## src/rtl/cnt_cmp_pkg.sv

```systemverilog
// cnt_cmp_pkg: shared state/class types and constants for the counter compare unit
package cnt_cmp_pkg;
    localparam int W_DEF = 12;
    localparam logic [W_DEF-1:0] CNT_MAX = {W_DEF{1'b1}};
    typedef enum logic [1:0] {IDLE = 2'd0, ARMED = 2'd1, HIT = 2'd2} state_t;
    typedef enum logic [1:0] {HOLD = 2'd0, STEP = 2'd1, WRAP = 2'd2, JUMP = 2'd3} cls_t;
endpackage

```

## src/rtl/cnt_step_classifier.sv

```systemverilog
// cnt_step_classifier: remembers the previous count and registers the hold/step/wrap/jump class
module cnt_step_classifier
    import cnt_cmp_pkg::*;
#(
    parameter int W = 12
) (
    input  logic         clck,
    input  logic         rst,
    input  logic [W-1:0] cnt_in,
    output logic [W-1:0] prev,
    output logic         prev_vld,
    output cls_t         cls,
    output logic         cls_vld
);
    logic [W-1:0] prev_q, prev_d;
    logic         prev_vld_q, prev_vld_d;
    cls_t         cls_q, cls_d;
    logic         cls_vld_q, cls_vld_d;

    // classify the incoming sample against the previous one; max value only wraps to zero
    always_comb begin
        prev_d     = cnt_in;
        prev_vld_d = 1'b1;
        cls_vld_d  = prev_vld_q;
        cls_d      = (cnt_in == prev_q) ? HOLD :
                     (prev_q == {W{1'b1}}) ? ((cnt_in == '0) ? WRAP : JUMP) :
                     (cnt_in == prev_q + W'(1)) ? STEP : JUMP;
    end

    // sample history and class registers
    always_ff @(posedge clck or posedge rst) begin
        if (rst) begin
            prev_q     <= '0;
            prev_vld_q <= 1'b0;
            cls_q      <= HOLD;
            cls_vld_q  <= 1'b0;
        end else begin
            prev_q     <= prev_d;
            prev_vld_q <= prev_vld_d;
            cls_q      <= cls_d;
            cls_vld_q  <= cls_vld_d;
        end
    end

    assign prev     = prev_q;
    assign prev_vld = prev_vld_q;
    assign cls      = cls_q;
    assign cls_vld  = cls_vld_q;
endmodule

```

## src/rtl/cnt_compare_unit.sv

```systemverilog
// cnt_compare_unit: compare FSM, match counter and transition pulses; CNT_CMP_WINDOW_EN adds a window output
module cnt_compare_unit
    import cnt_cmp_pkg::*;
#(
    parameter int W       = 12,
    parameter int MCNT_W  = 8,
    parameter int ONESHOT = 0
) (
    input  logic              clck,
    input  logic              rst,
    input  logic [W-1:0]      cnt_in,
    input  logic              cmp_ld,
    input  logic [W-1:0]      cmp_in,
    input  logic              clr,
`ifdef CNT_CMP_WINDOW_EN
    input  logic              win_ld,
    input  logic [W-1:0]      win_hi,
    output logic              in_window,
`endif
    output logic              match_pulse,
    output logic              wrap_pulse,
    output logic              jump_pulse,
    output logic [MCNT_W-1:0] match_cnt,
    output logic              armed,
    output logic              hit
);
    logic [W-1:0]      prev;
    logic              prev_vld;
    cls_t              cls;
    logic              cls_vld;
    state_t            state_q, state_d;
    logic [W-1:0]      cmp_val_q, cmp_val_d;
    logic [MCNT_W-1:0] match_cnt_q, match_cnt_d;
    logic              match_pulse_q, match_pulse_d;
    logic              arrival;
    logic              fire;

    cnt_step_classifier #(.W(W)) u_cls (
        .clck     (clck),
        .rst      (rst),
        .cnt_in   (cnt_in),
        .prev     (prev),
        .prev_vld (prev_vld),
        .cls      (cls),
        .cls_vld  (cls_vld)
    );

    // arrival uses the compare value held before this edge; a held count never re-matches
    always_comb begin
        arrival       = prev_vld && (cnt_in != prev) && (cnt_in == cmp_val_q);
        fire          = arrival && (state_q == ARMED);
        match_pulse_d = fire;
        cmp_val_d     = cmp_ld ? cmp_in : cmp_val_q;
        match_cnt_d   = clr ? '0 :
                        (fire && match_cnt_q != {MCNT_W{1'b1}}) ? match_cnt_q + MCNT_W'(1) : match_cnt_q;
        state_d       = (fire && ONESHOT != 0) ? HIT : state_q;
        state_d       = (clr && state_q == HIT) ? ARMED : state_d;
        state_d       = cmp_ld ? ARMED : state_d;
    end

    // FSM, compare register, match counter and match pulse
    always_ff @(posedge clck or posedge rst) begin
        if (rst) begin
            state_q       <= IDLE;
            cmp_val_q     <= '0;
            match_cnt_q   <= '0;
            match_pulse_q <= 1'b0;
        end else begin
            state_q       <= state_d;
            cmp_val_q     <= cmp_val_d;
            match_cnt_q   <= match_cnt_d;
            match_pulse_q <= match_pulse_d;
        end
    end

`ifdef CNT_CMP_WINDOW_EN
    logic [W-1:0] win_hi_q, win_hi_d;
    logic         in_window_q, in_window_d;

    // window bound load and registered range test; empty when the bound is below cmp_val
    always_comb begin
        win_hi_d    = win_ld ? win_hi : win_hi_q;
        in_window_d = (cnt_in >= cmp_val_q) && (cnt_in <= win_hi_q);
    end

    // window registers
    always_ff @(posedge clck or posedge rst) begin
        if (rst) begin
            win_hi_q    <= {W{1'b1}};
            in_window_q <= 1'b0;
        end else begin
            win_hi_q    <= win_hi_d;
            in_window_q <= in_window_d;
        end
    end

    assign in_window = in_window_q;
`endif

    assign match_pulse = match_pulse_q;
    assign wrap_pulse  = cls_vld && (cls == WRAP);
    assign jump_pulse  = cls_vld && (cls == JUMP);
    assign match_cnt   = match_cnt_q;
    assign armed       = (state_q == ARMED);
    assign hit         = (state_q == HIT);
endmodule

```

## config.mk

```make
export PLATFORM = sky130hd
export DESIGN_NAME = cnt_compare_unit
export DESIGN_NICKNAME = d
export VERILOG_FILES = /design/src/rtl/cnt_cmp_pkg.sv /design/src/rtl/cnt_step_classifier.sv /design/src/rtl/cnt_compare_unit.sv
export SDC_FILE = /design/constraint.sdc
export NUM_CORES = 1
export LEC_CHECK = 0
export BUFFER_PORTS_ARGS = -buffer_cell sky130_fd_sc_hd__buf_2
export CAP_MARGIN = 0
export CORE_ASPECT_RATIO = 2
export CORE_MARGIN = 3
export CORE_UTILIZATION = 54
export DETAILED_ROUTE_END_ITERATION = 16
export PLACE_DENSITY = 0.8
export SLEW_MARGIN = 30
export SYNTH_ARGS = -nofsm -noshare
export SYNTH_HDL_FRONTEND = slang
export SYNTH_SLANG_ARGS = --single-unit
```

## constraint.sdc

```tcl
create_clock -name clck -period 2.7 [get_ports clck]
set_input_delay 0.135 -clock clck [delete_from_list [all_inputs] [get_ports clck]]
set_output_delay 0.135 -clock clck [all_outputs]
set_load 0.005 [all_outputs]
```

==> results of run 1 <==
## cell usage in the layout, fill, tap and decap left out, types with 6 or more instances in the layout
cell type | Yosys | final
mux2_2 | 13 | 13
clkbuf_8 | 0 | 6
nand4_1 | 9 | 9
or4_1 | 8 | 8
dfrtp_1 | 38 | 36
nand2_1 | 10 | 10
xor2_1 | 7 | 7
buf_2 | 2 | 39
xnor2_1 | 25 | 25
nand3_1 | 15 | 15
nor2_1 | 11 | 11
## layout make-up
cell class                      count  share of cell area [%]
Clock buffer                        6                   3.533
Inverter                            2                  0.3212
Multi-Input combinational cell    144                   43.68
Sequential cell                    38                   40.79
Tap cell                           48                   2.570
Timing Repair Buffer               41                   9.101
## cells in the mapped netlist, types with 4 or more instances
cell	n
nand3_1	15
nor3_1	4
or4_1	8
dfrtp_1	38
mux2_2	13
nand4_1	9
nor4_1	4
xnor2_1	25
xor2_1	7
a21oi_1	5
o21ai_0	5
nand2_1	10
nor2b_1	5
nor2_1	11
## layer usage
layer	up-vias	track usage (%)	share of wire (%)
li1	755	-	-
met3	12	3.221	5.0
met2	64	41.26	58
met4	0	10.69	3.6
met5	-	0	0
met1	768	20.24	33
## what timing repair did
item                                    CTS  global route
endpoints found under the hold margin    38             0
gates resized for setup                   0             3
endpoints found under the setup margin    0             2
hold buffers                              1             0
buffers inserted                          0             0
## worst register-to-register path, delay by kind of cell (launching register included)
| kind | cells | cell delay (ns) |
|---|---|---|
| flops | 1 | 0.45 |
| simple gates | 5 | 1.67 |
| fa+ha+maj | 1 | 0.25 |
| compound gates | 1 | 0.16 |
## report_power, final
part	internal, mW	leakage [nW]	switching [mW]	total (mW)
Clock	0.197	0.0431	0.189	0.386
Sequential	0.598	0.452	0.0262	0.624
Combinational	0.0861	0.494	0.0931	0.179
Total	0.881	0.989	0.308	1.19
## kinds of logic (layout without fill, tap and decap cells)
logic type / after synthesis / after routing / synth area share [%]
buffers and inverters: 8 / 49 / 2.178
muxes: 16 / 16 / 8.836
adders and majority gates: 2 / 2 / 1.244
and+or+nand+nor: 75 / 75 / 20.60
DFF: 38 / 38 / 47.29
xor gates and xnor gates: 33 / 33 / 14.75
other: 2 / 2 / 0.3735
AOI/OAI and AO/OA: 16 / 16 / 4.729
## metrics by stage
step	setup TNS [ns]	std cells	total power, mW	util [%]
floorplan	0	190	0.7513	-
global placement	0	272	0.8076	64.09
finish	0	279	1.189	66.95
global route	-0.0008882	279	1.246	66.95
CTS	0	279	1.195	66.74
detailed placement	0	272	0.8128	64.09
## path summary, 6_finish.rpt
path	startpoint	to	slack, ns
max in group asynchronous	rst	match_cnt[0]$_DFFE_PP0P_	1.83
worst max register to register	match_cnt[0]$_DFFE_PP0P_	match_cnt[5]$_DFFE_PP0P_	0.11
worst max-delay path	match_cnt[0]$_DFFE_PP0P_	match_cnt[5]$_DFFE_PP0P_	0.11
worst min-delay path	cnt_in[7]	u_cls.prev[7]$_DFF_PP0_	0.006
worst min register to register	u_cls.prev_vld$_DFF_PP0_	u_cls.cls_vld$_DFF_PP0_	0.43
min in group asynchronous	rst	u_cls.cls[0]$_DFF_PP0_	0.51
## registers in the layout (all words and copies together) (netlist names)
register,flops
u_cls.cls,2
u_cls.prev,12
match_pulse,1
u_cls.cls_vld,1
match_cnt,8
state_q,1
cmp_val_q,12
u_cls.prev_vld,1
==> impl_metrics.yaml, run 1 <==
setup_path:
  rr_worst_depth: 7
  crit_slowest_cell: "or4_1"
  cp.required_ns: 2.92
  end_kind: "flip-flop"
  path_common_cell: "or4_1"
  worstPathMaxFanout: 11
  cp_slowest_stage_delay_ns: 0.51
  path_delay_family: "simple AND/OR/NAND/NOR gates"
  path_class: "reg -> reg"
  cp.depth: 7
  cp_num_buf_inv: 0
  critPathArrivalTime_ns: 2.81
  start_kind: "flip-flop"
  path_cells: "ha_1 -> nand3_1 -> nor2_1 -> or4_1 -> or4_4 -> or4_1 -> a21oi_1"
power:
  p_per_area_mw_per_mm2: 508.8
  p_leak_nw: 0.9891
  irDropWorstVdd_mv: 0.3599
logic_synthesis:
  syn_avg_cell_area_um2: 10.58
  synth_seq_cells: 38
  yosys_warnings: 0
  post_synth_main_area_contributors: "dfrtp_1 (47%), xnor2_1 (11%), mux2_2 (7.3%), nand3_1 (3.7%), xor2_1 (3.0%)"
  netlist_area_mm2: 0.002011
  synth_cell_types: 37
  yosysTopAreaCell: "dfrtp_1"
  syn_inst: 190
  async_flop_share_pct: 100.0
  yosysSeqAreaShare_pct: 47.29
  synth_nets: 220
  synth_flop_cell: "dfrtp_1"
  yosysTopAreaCellShare_pct: 47.29
  synth_edf_count: 0
place:
  place_area_mm2: 0.002237
  hpwl_um: 3446
  pre_cts_slack_ns: 0.1135
  place.gp.congestion: 0.8773
  io_buffers: 39
timing:
  setup_viol: 0
  hold_violations: 0
  fmax_ghz: 0.3864
  timing.hold.ws_ns: 0.006401
  setup_ws_ns: 0.1121
  finalCritPeriodShare_pct: 95.85
  finalClockSkew_ns: 0.009096
  slew_violations: 0
  period_minus_slack_ns: 2.588
floorplan:
  die_w_um: 49.15
  fp.dieArea_mm2: 0.004536
  rows: 30
  initial_utilization_pct: 57.60
  die_height_um: 92.30
  io_pins: 41
  core_region_area_mm2: 0.003491
final_layout:
  seq_area_um2: 953.4
  multi_input_area_mm2: 0.001021
  fill_cells: 275
  diodes: 0
  drive_gt1_share_pct: 29.00
  synthToLayoutAreaGrowth_pct: 16.24
  num-nets-final: 262
  design_area_mm2: 0.002337
clocking:
  cts.reportedPaths.clkPinSlew_ns: 0.08
  worstSkewPairLatency_ns: 0.29
  cts_made_buffers: 5
  cts_sinks: 38
  cts_max_path_buffers: 2
  cts_tree: "yes"
  cts-root-buf: "clkbuf_8"
  cts_max_level: 2
detailed_routing:
  wl_um: 4441
  drc_errors: 0
  wire_per_inst_um: 15.92
  num_vias: 1599
  ant_nets: 0
  first_pass_iters: 4
  vias_per_cell: 5.731
  drt_iter0_markers: 27
min_path:
  hold_path.class: "in -> reg"
  hold_depth: 1
run_status:
  status: "finished clean"
global_routing:
  grt_pass1_wl_um: 7348
  grt_max_degree: 39
  grt_usage_pct: 21.11
  antenna_found_initial: 0
  grt_pass1_vias: 1661
  gr-total-overflow: 0
job:
  drv_cap: 0
Power figures use the tool's default switching activity.
==> run 2, diff against run 1 <==
--- a/config.mk
+++ b/config.mk
@@ -5,13 +5,14 @@
 export SDC_FILE = /design/constraint.sdc
 export NUM_CORES = 1
 export LEC_CHECK = 0
-export BUFFER_PORTS_ARGS = -buffer_cell sky130_fd_sc_hd__buf_2
+export ABC_AREA = 0
 export CAP_MARGIN = 0
 export CORE_ASPECT_RATIO = 2
 export CORE_MARGIN = 3
-export CORE_UTILIZATION = 54
+export CORE_UTILIZATION = 59
 export DETAILED_ROUTE_END_ITERATION = 16
-export PLACE_DENSITY = 0.8
+export DONT_BUFFER_PORTS = 1
+export PLACE_DENSITY = 0.76
 export SLEW_MARGIN = 30
 export SYNTH_ARGS = -nofsm -noshare
 export SYNTH_HDL_FRONTEND = slang
==> run 2 against run 1 <==
Effect of this change:
- the run now ends with negative hold slack left
- first-iteration DRC count is 120% higher
- critical endpoint is now match_cnt[7]$_DFFE_PP0P_
- worst hold slack worse by 0.0084 ns
- combinational power up 3%
- count of clock-buffer cells in the layout increased by 1
- sequential cell count is the same
- register-to-register slack improved by 0.09 ns
- critical path type unchanged
- maximum frequency is 3.7% higher
- cell count fell by 9.0%
==> impl_metrics.yaml, run 2 (same netlist as run 1, synthesis figures left out) <==
timing:
  slew_violations: 0
  finalClockSkew_ns: 0.009551
  setup_viol: 0
  setup_ws_ns: 0.2044
  relSlewSlack_pct: 65.30
  rsz0062_at_grt: "no"
  worstMarginPinSlew_ns: 0.5200
  fmax_ghz: 0.4007
  hold_violations: 1
  timing.hold.ws_ns: -0.001977
  period_minus_slack_ns: 2.496
  setup_tns_ns: 0
  finalCritPeriodShare_pct: 92.43
min_path:
  min_from: "cmp_ld"
  hold_path.class: "in -> reg"
  hold_depth: 1
detailed_routing:
  num_vias: 1625
  first_pass_iters: 4
  drt_iter0_markers: 60
  wl_um: 5295
  vias_per_cell: 6.398
  ant_nets: 0
  wire_per_inst_um: 20.85
  drc_errors: 0
floorplan:
  die_height_um: 88.56
  io_pins: 41
  die_w_um: 47.28
  fp.dieArea_mm2: 0.004187
  initial_utilization_pct: 62.26
  core_region_area_mm2: 0.003229
  rows: 29
setup_path:
  path_class: "reg -> reg"
  start_kind: "flip-flop"
  rr_worst_depth: 7
  crit_slowest_cell: "or4_1"
  end_kind: "flip-flop"
  critPathArrivalTime_ns: 2.67
  cp.depth: 7
  path_delay_family: "simple AND/OR/NAND/NOR gates"
  cp_slowest_stage_delay_ns: 0.51
  reg2reg_from: "match_cnt[0]$_DFFE_PP0P_"
  path_cells: "ha_1 -> nand3_1 -> nor2_1 -> or4_1 -> or4_4 -> nor3_1 -> mux2_1"
  worstPathMaxFanout: 11
  cp_num_buf_inv: 0
  cp.required_ns: 2.87
  crit_start: "match_cnt[0]$_DFFE_PP0P_"
global_routing:
  grtUsageMet3_pct: 6.721
  grt_pass1_vias: 1740
  grt_use_met2_pct: 49.39
  grt_pass1_wl_um: 8204
  antenna_found_initial: 0
  grt_usage_pct: 27.97
  grt_max_degree: 26
  grt-busiest-layer: "met2"
  grtUsageMet1_pct: 27.42
  gr-total-overflow: 0
run_status:
  violations: "negative hold slack"
  status: "complete, but fails checks"
power:
  finalPower_mw: 1.223
  intPower_mw: 0.9035
  power_switching_mw: 0.3195
  sw_frac_of_total_pct: 26.13
  p_comb_share_pct: 15.1
  clockPowerShare_pct: 33.6
  p_leak_nw: 0.9528
  irDropWorstVdd_mv: 0.4099
  p_seq_share_pct: 51.3
  p_per_area_mw_per_mm2: 508.1
clocking:
  post-cts-setup-buffers: 0
  cts_resized: 0
  cts-root-buf: "clkbuf_8"
  worstSkewPairLatency_ns: 0.30
  cts_max_path_buffers: 2
  cts_sinks: 38
  cts_max_level: 2
  cts_made_buffers: 5
  hold_buffers: 27
  cts.reportedPaths.clkPinSlew_ns: 0.08
  cts_tree: "yes"
place:
  hpwl_um: 3427
  place.gp.congestion: 0.9034
  pre_cts_slack_ns: 0.2093
  io_buffers: 0
final_layout:
  drive_gt1_share_pct: 12.56
  post-route-util_pct: 74.54
  num-nets-final: 252
  layout_commonest_cell: "dfrtp_1"
  final_cell_mix: "dfrtp_1 (38), dlygate4sd3_1 (28), xnor2_1 (25)"
  synthToLayoutAreaGrowth_pct: 19.73
  fill_cells: 200
  diodes: 0
job:
  drv_cap: 0
-- run 2: area by class of cell --
| type | count | area (um^2) | area share [%] |
|---|---|---|---|
| repair buffers | 31 | 302.8 | 12.58 |
| clock buffers | 7 | 86.33 | 3.586 |
| multi-input cells | 144 | 1016 | 42.20 |
| well taps | 31 | 38.79 | 1.611 |
| clock inverters | 1 | 5.005 | 0.2079 |
| inverters | 2 | 7.507 | 0.3119 |
| flip-flops and latches | 38 | 950.9 | 39.50 |
-- run 2: power by group through the flow --
| stage | Sequential [mW] | Clock, mW | Combinational [mW] |
|---|---|---|---|
| 6_report | 0.627 | 0.411 | 0.185 |
| 3_5_place_dp | 0.635 | 0 | 0.140 |
| 5_1_grt | 0.630 | 0.434 | 0.199 |
| 2_1_floorplan | 0.628 | 0 | 0.123 |
| 3_3_place_gp | 0.633 | 0 | 0.135 |
| 4_1_cts | 0.624 | 0.409 | 0.175 |
-- run 2: metal layers --
layer | up-vias | part of all wire, %
met4 | 0 | 5.3
met3 | 24 | 7.0
li1 | 740 | -
met2 | 94 | 55
met1 | 767 | 33
met5 | - | 0
-- run 2: metrics by stage --
stage          cells  instance area (um^2)
2_1_floorplan    190                  2011
3_3_place_gp     218                  2036
3_5_place_dp     218                  2036
4_1_cts          253                  2397
5_1_grt          254                  2407
6_report         254                  2407
-- run 2: worst paths after layout --
check                      slack, ns                        to
max                             0.20  match_cnt[7]$_DFFE_PP0P_
min                           -0.002  cmp_val_q[2]$_DFFE_PP0P_
max reg2reg                     0.20  match_cnt[7]$_DFFE_PP0P_
min reg2reg                     0.43   u_cls.cls_vld$_DFF_PP0_
max in group asynchronous       1.68  cmp_val_q[6]$_DFFE_PP0P_
min in group asynchronous       0.31  match_cnt[3]$_DFFE_PP0P_
